<file path="config.mk">
export PLATFORM = sky130hd
export DESIGN_NAME = rd53_bit_deserializer
export DESIGN_NICKNAME = d
export VERILOG_FILES = /design/src/rtl/rd53_bit_deserializer.sv
export SDC_FILE = /design/constraint.sdc
export NUM_CORES = 1
export LEC_CHECK = 0
export ABC_AREA = 1
export BUFFER_PORTS_ARGS = -buffer_cell sky130_fd_sc_hd__buf_4
export CORE_MARGIN = 2
export CORE_UTILIZATION = 48
export DETAILED_ROUTE_END_ITERATION = 10
export PLACE_DENSITY = 0.78
export SYNTH_ARGS = -nofsm -noshare
export SYNTH_HDL_FRONTEND = slang
export SYNTH_SLANG_ARGS = --single-unit
</file>
<file path="constraint.sdc">
create_clock -name clk -period 1.62 [get_ports clk]
set_clock_uncertainty 0.15 [all_clocks]
set_input_delay 0.081 -clock clk [delete_from_list [all_inputs] [get_ports clk]]
set_output_delay 0.081 -clock clk [all_outputs]
set_load 0.01 [all_outputs]
</file>
<file path="src/rtl/rd53_bit_deserializer.sv">
// rd53_bit_deserializer
// Collects serial operand bits x0..x4 into a 5-bit vector for the rd53 NOR
// evaluation stage. Valid/ready handshakes are used on both sides. A single
// output holding register lets the next frame be collected while the
// current vector waits for downstream.
//
// Optional feature: define RD53_POPCOUNT_EN to add the out_cnt port, which
// carries the number of ones in out_x and is registered alongside it.
module rd53_bit_deserializer (
    input  logic       clk,
    input  logic       rst,
    input  logic       in_valid,
    output logic       in_ready,
    input  logic       in_bit,
    input  logic       in_sof,
    output logic       out_valid,
    input  logic       out_ready,
    output logic [4:0] out_x,
`ifdef RD53_POPCOUNT_EN
    output logic [2:0] out_cnt,
`endif
    output logic [7:0] frm_cnt,
    output logic       sof_err
);

    // EMPTY: the holding register has no vector. FULL: out_x is being offered.
    typedef enum logic {
        EMPTY = 1'b0,
        FULL  = 1'b1
    } hold_state_t;

    localparam logic [2:0] LAST_IDX = 3'd4;

    logic [2:0]  idx;          // position of the next bit within the frame
    logic [4:0]  collect;      // partially assembled frame, collect[i] = xi
    logic [4:0]  frame_x;      // complete frame formed on the fifth bit
    hold_state_t state;
    hold_state_t state_next;
    logic        in_xfer;
    logic        out_xfer;
    logic        frame_done;
    logic        sof_abort;

`ifdef RD53_POPCOUNT_EN
    // Number of ones in a 5-bit vector (0..5).
    function automatic logic [2:0] popcount5(input logic [4:0] v);
        logic [2:0] sum;
        sum = 3'd0;
        for (int i = 0; i < 5; i++) begin
            sum = sum + {2'b00, v[i]};
        end
        return sum;
    endfunction
`endif

    // Input back-pressure: stall only the fifth bit, and only while the
    // held vector cannot leave in the same cycle. Closed during reset.
    always_comb begin
        // NOTE: every signal assigned in always_comb gets a default first so no latch is inferred.
        in_ready = 1'b1;
        if (rst) begin
            in_ready = 1'b0;
        end else if (state == FULL && idx == LAST_IDX && !out_ready) begin
            in_ready = 1'b0;
        end
    end

    assign in_xfer    = in_valid && in_ready;
    assign out_xfer   = out_valid && out_ready;
    // A start-of-frame marker always restarts the frame, even on the fifth slot.
    assign frame_done = in_xfer && !in_sof && (idx == LAST_IDX);
    assign sof_abort  = in_xfer && in_sof && (idx != 3'd0);
    assign frame_x    = {in_bit, collect[3:0]};

    // Bit index and collect register: write the bit at its slot and advance.
    always_ff @(posedge clk) begin
        // NOTE: sequential state uses non-blocking assignments so every flop samples pre-edge values.
        if (rst) begin
            idx     <= 3'd0;
            collect <= 5'd0;
        end else if (in_xfer) begin
            if (in_sof) begin
                // Restart: the partial bits are dropped and this bit becomes x0.
                collect <= {4'b0000, in_bit};
                idx     <= 3'd1;
            end else if (idx == LAST_IDX) begin
                idx <= 3'd0;
            end else begin
                for (int i = 0; i < 4; i++) begin
                    if (idx == 3'(i)) begin
                        collect[i] <= in_bit;
                    end
                end
                idx <= idx + 3'd1;
            end
        end
    end

    // Holding-register FSM: state register.
    always_ff @(posedge clk) begin
        if (rst) begin
            state <= EMPTY;
        end else begin
            state <= state_next;
        end
    end

    // Holding-register FSM: next state. A completion in the same cycle as an
    // out-transfer reloads the register, so the vector follows without a bubble.
    always_comb begin
        state_next = state;
        unique case (state)
            EMPTY: begin
                if (frame_done) begin
                    state_next = FULL;
                end
            end
            FULL: begin
                if (out_xfer && !frame_done) begin
                    state_next = EMPTY;
                end
            end
            default: state_next = EMPTY;
        endcase
    end

    // Holding-register FSM: outputs.
    always_comb begin
        out_valid = (state == FULL);
    end

    // Output holding register: load the completed frame. out_x stays stable
    // while it is held, because a frame can only complete when the slot is
    // free or is emptied in the same cycle.
    always_ff @(posedge clk) begin
        // NOTE: the vector registers are cleared on reset because downstream may look at out_x while out_valid=0.
        if (rst) begin
            out_x <= 5'd0;
        end else if (frame_done) begin
            out_x <= frame_x;
        end
    end

`ifdef RD53_POPCOUNT_EN
    // Popcount register, loaded in the same cycle as out_x.
    always_ff @(posedge clk) begin
        if (rst) begin
            out_cnt <= 3'd0;
        end else if (frame_done) begin
            out_cnt <= popcount5(frame_x);
        end
    end
`endif

    // Handoff counter: counts vectors accepted downstream and wraps at 8 bits.
    always_ff @(posedge clk) begin
        if (rst) begin
            frm_cnt <= 8'd0;
        end else if (out_xfer) begin
            frm_cnt <= frm_cnt + 8'd1;
        end
    end

    // Abort flag: one-cycle pulse after a start marker cuts a partial frame.
    always_ff @(posedge clk) begin
        if (rst) begin
            sof_err <= 1'b0;
        end else begin
            sof_err <= sof_abort;
        end
    end

endmodule

</file>
---- Yosys cells after proc, flatten, opt, wreduce, memory -nomap -nowiden ----
Index checks and enable logic that the tools add are counted.
cells by class
  div/mod/pow operators ................... 0
  $mul .................................... 0
  shift-type cells ........................ 0
  magnitude comparators ................... 0
  bitwise logic cells ..................... 1
  add/sub/neg operators ................... 2
  mux-type cells .......................... 13
  reduce and logical (&&, ||, !) cells .... 22
  equality and inequality tests ........... 5
operators by type and width
  operator                                       number
  AND reduction 3 bit                            4
  logical AND 1 bit                              9
  adder 8 x 1 -> 8 bit, second input constant    1
  2-to-1 mux 1 bit                               8
  2-to-1 mux 4 bit                               2
  nonzero test 2 bit                             4
  == test 3 x 2 -> 1 bit, second input constant  2
  2-to-1 mux 3 bit                               2
  adder 3 x 1 -> 3 bit, second input constant    1
  == test 3 x 1 -> 1 bit, second input constant  1
  == test 3 bit, second input constant           1
  zero test 1 bit                                3
  zero test 3 bit                                1
  nonzero test 3 bit                             1
  inequality test 2 bit, second input constant   1
  case mux 1 bit (2 select lines)                1
  inverter 1 bit                                 1
word-level totals
  input port bits ......................... 6
  ROM bits ................................ 0
  bits in writable memories ............... 0
  word-level logic and storage cells ...... 52
  bits in latches ......................... 0
  memories ................................ 0
  register bits ........................... 22
  output and inout bits ................... 16

---- Depth between registers and ports, before layout ----
Gate-level depths: netlist of run 1.
  depth after elaboration ................. 12
  gate-level depth with buffers ........... 10
  gate-level depth less buffers ........... 10

---- Least setup slack after synthesis of run 1 ----
No wires, ideal clock.
  kind .................................... register to register
  from .................................... reg idx[0]
  to ...................................... reg out_x[0]
  cell stages (with the launch flop) ...... 11
  library setup time ...................... 0.113 ns
  clock period less this slack ............ 1.569 ns
  data arrival time ....................... 1.306 ns
  setup slack ............................. 0.051 ns
  data required time ...................... 1.357 ns
  cells stage by stage .................... dfxtp_1 -> inv_1 -> ha_1 -> nand2_4 -> inv_6 -> nand2_4 -> nand3_4 -> nor2_4 -> nand3_1 -> nand2_1 -> nor2_1
between the ends
  longest elaborated chain between the ends .. 8
ends and longest elaborated chain
  what                             line    RTL
  start, declared                  34      logic [2:0] idx;
  start signal, assigned           94      idx <= idx + 3'd1;
  == test 3 bit *                  63, 71
  logical AND 1 bit (2 in series)  63      end else if (state == FULL && idx == LAST_IDX && !out_ready) begin
  2-to-1 mux 1 bit                 63
  2-to-1 mux 1 bit                 61      if (rst) begin
  logical AND 1 bit                68      assign in_xfer = in_valid && in_ready;
  logical AND 1 bit                71      assign frame_done = in_xfer && !in_sof && (idx == LAST_IDX);
  logical AND 1 bit *              71
  end signal, assigned             140     out_x <= frame_x;
  end, declared                    18      output logic [4:0] out_x,
Mark *: on every way between the ends. The rest lies on a longest branch, timed or not.
A chain may end at the register's enable or synchronous reset.

---- Worst setup path after layout of run 1 ----
  from .................................... reg idx[0]
  to ...................................... reg idx[0]
between the ends
  longest elaborated chain between the ends .. 6
  elaborated cells on any way between the ends .. 9
  classes of those cells .................. add/sub: 1; eq/ne: 1; mux: 4; reduce/logical: 3
ends and longest elaborated chain
  what
  branches (longest 6 deep; another with adder 3 x 1 -> 3 bit)
Several ways; the timed one is not identified.

==> impl_metrics.ini, run 1 <==
[critical_path]
worstSetupPathType = flop to flop
slowest_stage = dfxtp_2
path_cells = inv_2 > ha_4 > nand2_4 > inv_6 > a21oi_4 > buf_6 > buf_4 > nand3_1 > a21oi_1
cp.arrival_ns = 1.65
worstPathMaxFanout = 5
cp-start-kind = flop
end_kind = flop
required_ns = 1.71
max_stage_delay_ns = 0.36
r2r_slack_ns = 0.07

[grt]
grt_pass1_vias = 1020
grt_antenna_before_repair = 0
grt_max_degree = 15
gr-total-overflow = 0
grt_pass1_wl_um = 4110
grt_usage = 0.198

[final_layout]
num_antenna_cells = 0
final_cell_mix = nor2_1, nand2_1, buf_4
fillers = 170
area_delta_synth_final_pct = 37.7
fin_nets = 207
final_layout_size_suffix_gt1_frac = 0.309

[sta]
slew_headroom = 0.806
fmax_mhz = 643
fin_crit_sh = 0.960
fin_tns_setup_ns = 0
worst_slew_pin_slew_ns = 0.290
slew_violations = 0
holdWs_ns = 0.354
hold_viol = 0
layout_min_cycle_time_ns = 1.55
setup_viol = 0

[yosys]
synth.area.mux_share = 0
yosys.area_share.simple = 0.387
synth.distinct_cells = 24
syn-cell-area_um2 = 1120
synth-seq-cells = 22
synth_top_family_by_area = simple AND/OR/NAND/NOR gates
ys_warn_count = 0
synth-compound-area-share = 0.0592
syn_nets = 164
yosysSeqAreaShare = 0.393
synth_fa_ha_area_frac = 0.0670
synth_cells = 152
synth_area_per_cell_um2 = 7.37
synth-xor-area-share = 0.0156

[route]
wl_um = 2530
vias_per_cell = 4.77
vias = 1060
drt_first_pass_iters = 4
antenna_left = 0
drt_iter0_drc = 9
routedWlPerCell_um = 11.4
route.detailed.drc = 0

[die]
core_um2 = 2210
die_x_um = 52.3
initial_utilization = 0.506
dieHeight_um = 52.3
ios = 22
dieArea_um2 = 2740
num_rows = 17

[power_and_ir_drop]
leakage_nw = 0.729
power.density_nw_per_um2 = 714
peakVddDrop_mv = 0.532

[clocking]
cts_buffers = 3
cts_tree = yes
clkTransAtPathRegs_ns = 0.13
cts_sinks = 22
clockBufferDepth = 2
ctsHtreeMaxLevel = 1
cts-root-buf = clkbuf_4
worstSkewPairLatency_ns = 0.31

[run_status]
outcome = completed

[placement]
dp_hpwl_um = 1800
io_buffers = 21
finalWeightedCongestion = 0.790

[flow_run]
maxCapViolCount = 0

[min_path]
hold_path.class = flop to flop
report_power, final:
part,internal (mW),switching (mW),total [mW]
sequential,0.550,0.00267,0.552
clock,0.250,0.174,0.424
combinational,0.0578,0.0671,0.125
total,0.857,0.244,1.10
synthesized netlist by cell type:
cell,number,area share
xor2_1,2,0.016
buf_4,1,0.0067
a21oi_4,1,0.015
buf_1,1,0.0033
nor2_1,33,0.11
nand2_4,2,0.020
nand2_2,2,0.011
o21ai_1,1,0.0045
nand2_1,33,0.11
nor3_1,1,0.0045
dfxtp_1,22,0.39
nor2_4,3,0.030
and3_1,1,0.0056
inv_1,16,0.054
nor3_4,1,0.015
nand4_1,1,0.0056
o21ai_0,3,0.013
nand3_1,11,0.049
inv_2,2,0.0067
nand3_4,1,0.016
a21oi_1,6,0.027
ha_1,6,0.067
inv_6,1,0.0078
nor3_2,1,0.0089
cell type report:
cell class,instances,area [µm²],area share
Multi-Input combinational cell,109,614,0.399
Sequential cell,22,443,0.287
Timing Repair Buffer,40,320,0.208
Inverter,19,76.3,0.0495
Tap cell,28,35.0,0.0227
Clock inverter,1,30.0,0.0195
Clock buffer,3,22.5,0.0146
sequential cells by signal, summed over array words and instances (netlist names):
| signal | flops |
|---|---|
| idx | 3 |
| frm_cnt | 8 |
| out_valid | 1 |
| collect | 4 |
| sof_err | 1 |
| out_x | 5 |
worst paths after layout:
check / to / from / cells past startpoint
max: idx[0]$_SDFFE_PP0P_ / idx[0]$_SDFFE_PP0P_ / 9
max reg2reg: idx[0]$_SDFFE_PP0P_ / idx[0]$_SDFFE_PP0P_ / 9
min reg2reg: out_x[4]$_SDFFE_PP0P_ / out_x[4]$_SDFFE_PP0P_ / 2
min: out_x[4]$_SDFFE_PP0P_ / out_x[4]$_SDFFE_PP0P_ / 2
cells by family after synthesis:
kind of cell    after synthesis
fa+ha+maj                     6
simple gates                 90
flops                        22
xor+xnor                      2
compound gates               11
buf+inv                      21
metrics by stage:
step            util  instance area, µm²  power (mW)  setup WS (ns)  cells
2_1_floorplan      -                1120       0.622         0.0514    152
3_3_place_gp   0.612                1350       0.655          0.110    206
3_5_place_dp   0.612                1350       0.658         0.0473    206
4_1_cts        0.662                1470        1.10        0.00818    216
5_1_grt        0.697                1540        1.15        -0.0322    222
6_report       0.697                1540        1.10         0.0652    222
routing by layer:
metal  GRT usage  up-vias  share of wire
li1            -      555              -
met1       0.227      484           0.45
met2       0.354       19           0.50
met3      0.0429        2          0.042
met4      0.0769        0         0.0040
met5           0        -              0
worst max-delay path, delay by kind of cell (launching register included):
family / cells / cell delay, ns
AOI/OAI and AO/OA: 2 / 0.32
and+or+nand+nor: 2 / 0.16
DFF: 1 / 0.36
adders and majority gates: 1 / 0.16
buffers and inverters: 4 / 0.34
timing repair:
item                                    in CTS  in global routing
setup buffers                                1                  6
endpoints found under the setup margin       2                 14
hold buffers                                 5                  0
gates resized for setup                      1                  9
endpoints found under the hold margin       13                  0
pin swaps                                    1                  7
(Power assumes the default switching activity.)
==> run 2, diff against run 1 <==
--- a/config.mk
+++ b/config.mk
@@ -7,6 +7,7 @@
 export LEC_CHECK = 0
 export ABC_AREA = 1
 export BUFFER_PORTS_ARGS = -buffer_cell sky130_fd_sc_hd__buf_4
+export CORE_ASPECT_RATIO = 0.9
 export CORE_MARGIN = 2
 export CORE_UTILIZATION = 48
 export DETAILED_ROUTE_END_ITERATION = 10
==> run 2 against run 1 <==
  * Combinational power decreased by 4%
  * Largest power group unchanged
  * Fmax decreased by 1.5%
  * Cell area decreased by 3.2%
  * Worst setup slack got worse by 0.024 ns
  * Highest routed layer unchanged
  * Sequential share of layout area increased by 0.96 points
  * Power decreased by 12%
  * Clock-buffer cell count increased by 1
==> impl_metrics.ini, run 2 (synthesis results as in run 1) <==
[run_status]
outcome = completed

[final_layout]
utilization = 0.677
fin_nets = 202
final_layout_size_suffix_gt1_frac = 0.286
top_register = frm_cnt
largest_reg_flops = 8
num_antenna_cells = 0
final_cell_mix = nor2_1, nand2_1, buf_4
area_delta_synth_final_pct = 33.2
largestRegisters = frm_cnt (8), out_x (5), collect (4)

[min_path]
hold_path.class = flop to flop
worstHoldStart = out_x[3]$_SDFFE_PP0P_
holdPathStages = 2
holdPathEnd = out_x[3]$_SDFFE_PP0P_

[critical_path]
r2r-start = idx[1]$_SDFFE_PP0P_
r2r_slack_ns = 0.08
cp.arrival_ns = 1.35
worstPathMaxFanout = 5
worstSetupPathType = flop to output port
end_kind = output port
required_ns = 1.39
reg2reg_depth = 10
r2r-end = collect[0]$_SDFFE_PP0P_
cp-start-kind = flop

[sta]
setup_viol = 0
slew_headroom = 0.832
layout_min_cycle_time_ns = 1.58
fmax_mhz = 633
fin_crit_sh = 0.975
slew_violations = 0
fin_ws_ns = 0.0408
worst_slew_pin_slew_ns = 0.251
hold_viol = 0
rsz0062_at_grt = true
fin_tns_setup_ns = 0

[die]
core_um2 = 2200
initial_utilization = 0.509
dieArea_um2 = 2740
dieHeight_um = 49.8
ios = 22
num_rows = 16
die_x_um = 54.9

[grt]
grt_pass1_vias = 1035
grt_usage = 0.196
grt_antenna_before_repair = 0
grt_max_degree = 15
grt_pass1_wl_um = 4040
gr-total-overflow = 0

[placement]
dp_hpwl_um = 1850
pre_cts_slack_ns = -0.00538
finalWeightedCongestion = 0.868
io_buffers = 21

[route]
drt_first_pass_iters = 4
drt_iter0_drc = 20
route.detailed.drc = 0
antenna_left = 0
routedWlPerCell_um = 11.5
vias_per_cell = 4.93
wl_um = 2480
vias = 1065

[power_and_ir_drop]
leakage_nw = 0.703
peakVddDrop_mv = 0.591
power.density_nw_per_um2 = 648
p_total_mw = 0.966

[clocking]
clockBufferDepth = 2
cts-root-buf = clkbuf_4
cts_sinks = 22
cts_buffers = 3
clkTransAtPathRegs_ns = 0.11
ctsHtreeMaxLevel = 1
cts_tree = yes
worstSkewPairLatency_ns = 0.30

[flow_run]
maxCapViolCount = 0
run 2: per-layer routing:
layer | vias up | track usage | routed length, µm
met1 | 489 | 0.233 | 1040
met3 | 2 | 0.0606 | 141
met2 | 30 | 0.347 | 1290
met4 | 0 | 0.0244 | 10
met5 | - | 0 | 0
li1 | 544 | - | -
run 2: stage by stage:
stage,hold slack (ns),std cells,area [µm²]
CTS,0.358,214,1440
detailed placement,0.176,202,1330
floorplan,0.0572,152,1120
global route,0.388,216,1490
finish,0.352,216,1490
global placement,0.164,202,1330
run 2: cell type report:
| type | instances | area, µm² |
|---|---|---|
| clock buffers | 4 | 36.3 |
| flip-flops and latches | 22 | 443 |
| well taps | 27 | 33.8 |
| inverters | 19 | 78.8 |
| repair inverters | 1 | 6.26 |
| fillers | 188 | 711 |
| multi-input cells | 109 | 618 |
| repair buffers | 34 | 275 |
run 2: power by group:
group	switching, mW	leakage (nW)	internal, mW
Combinational	0.0671	0.503	0.0529
Sequential	0.00268	0.179	0.549
Clock	0.157	0.0210	0.137
run 2: worst max-delay path by stage:
| stage | to | slack (ns) | depth (start not counted) | startpoint |
|---|---|---|---|---|
| 2_1_floorplan | out_x[0]$_SDFFE_PP0P_ | 0.05 | 10 | idx[0]$_SDFFE_PP0P_ |
| 3_3_place_gp | out_x[2]$_SDFFE_PP0P_ | 0.07 | 10 | idx[1]$_SDFFE_PP0P_ |
| 3_5_place_dp | out_x[1]$_SDFFE_PP0P_ | -0.005 | 10 | idx[1]$_SDFFE_PP0P_ |
| 4_1_cts | in_ready | 0.005 | 6 | idx[0]$_SDFFE_PP0P_ |
| 5_1_grt | in_ready | -0.02 | 6 | idx[1]$_SDFFE_PP0P_ |
| 6_report | in_ready | 0.04 | 6 | idx[1]$_SDFFE_PP0P_ |
run 2: worst max-delay path, stage by stage (launching register included):
cell	delay [ns]
dfxtp_2	0.35
inv_2	0.05
ha_4	0.17
nand2_8	0.09
inv_8	0.04
a21oi_4	0.20
buf_6	0.13
run 2: what timing repair did:
item	CTS	global route
endpoints found under the hold margin	12	0
endpoints found under the setup margin	9	8
pin swaps	1	3
cloned	0	1
setup buffers	3	1
hold buffers	5	0
resized for setup	2	9
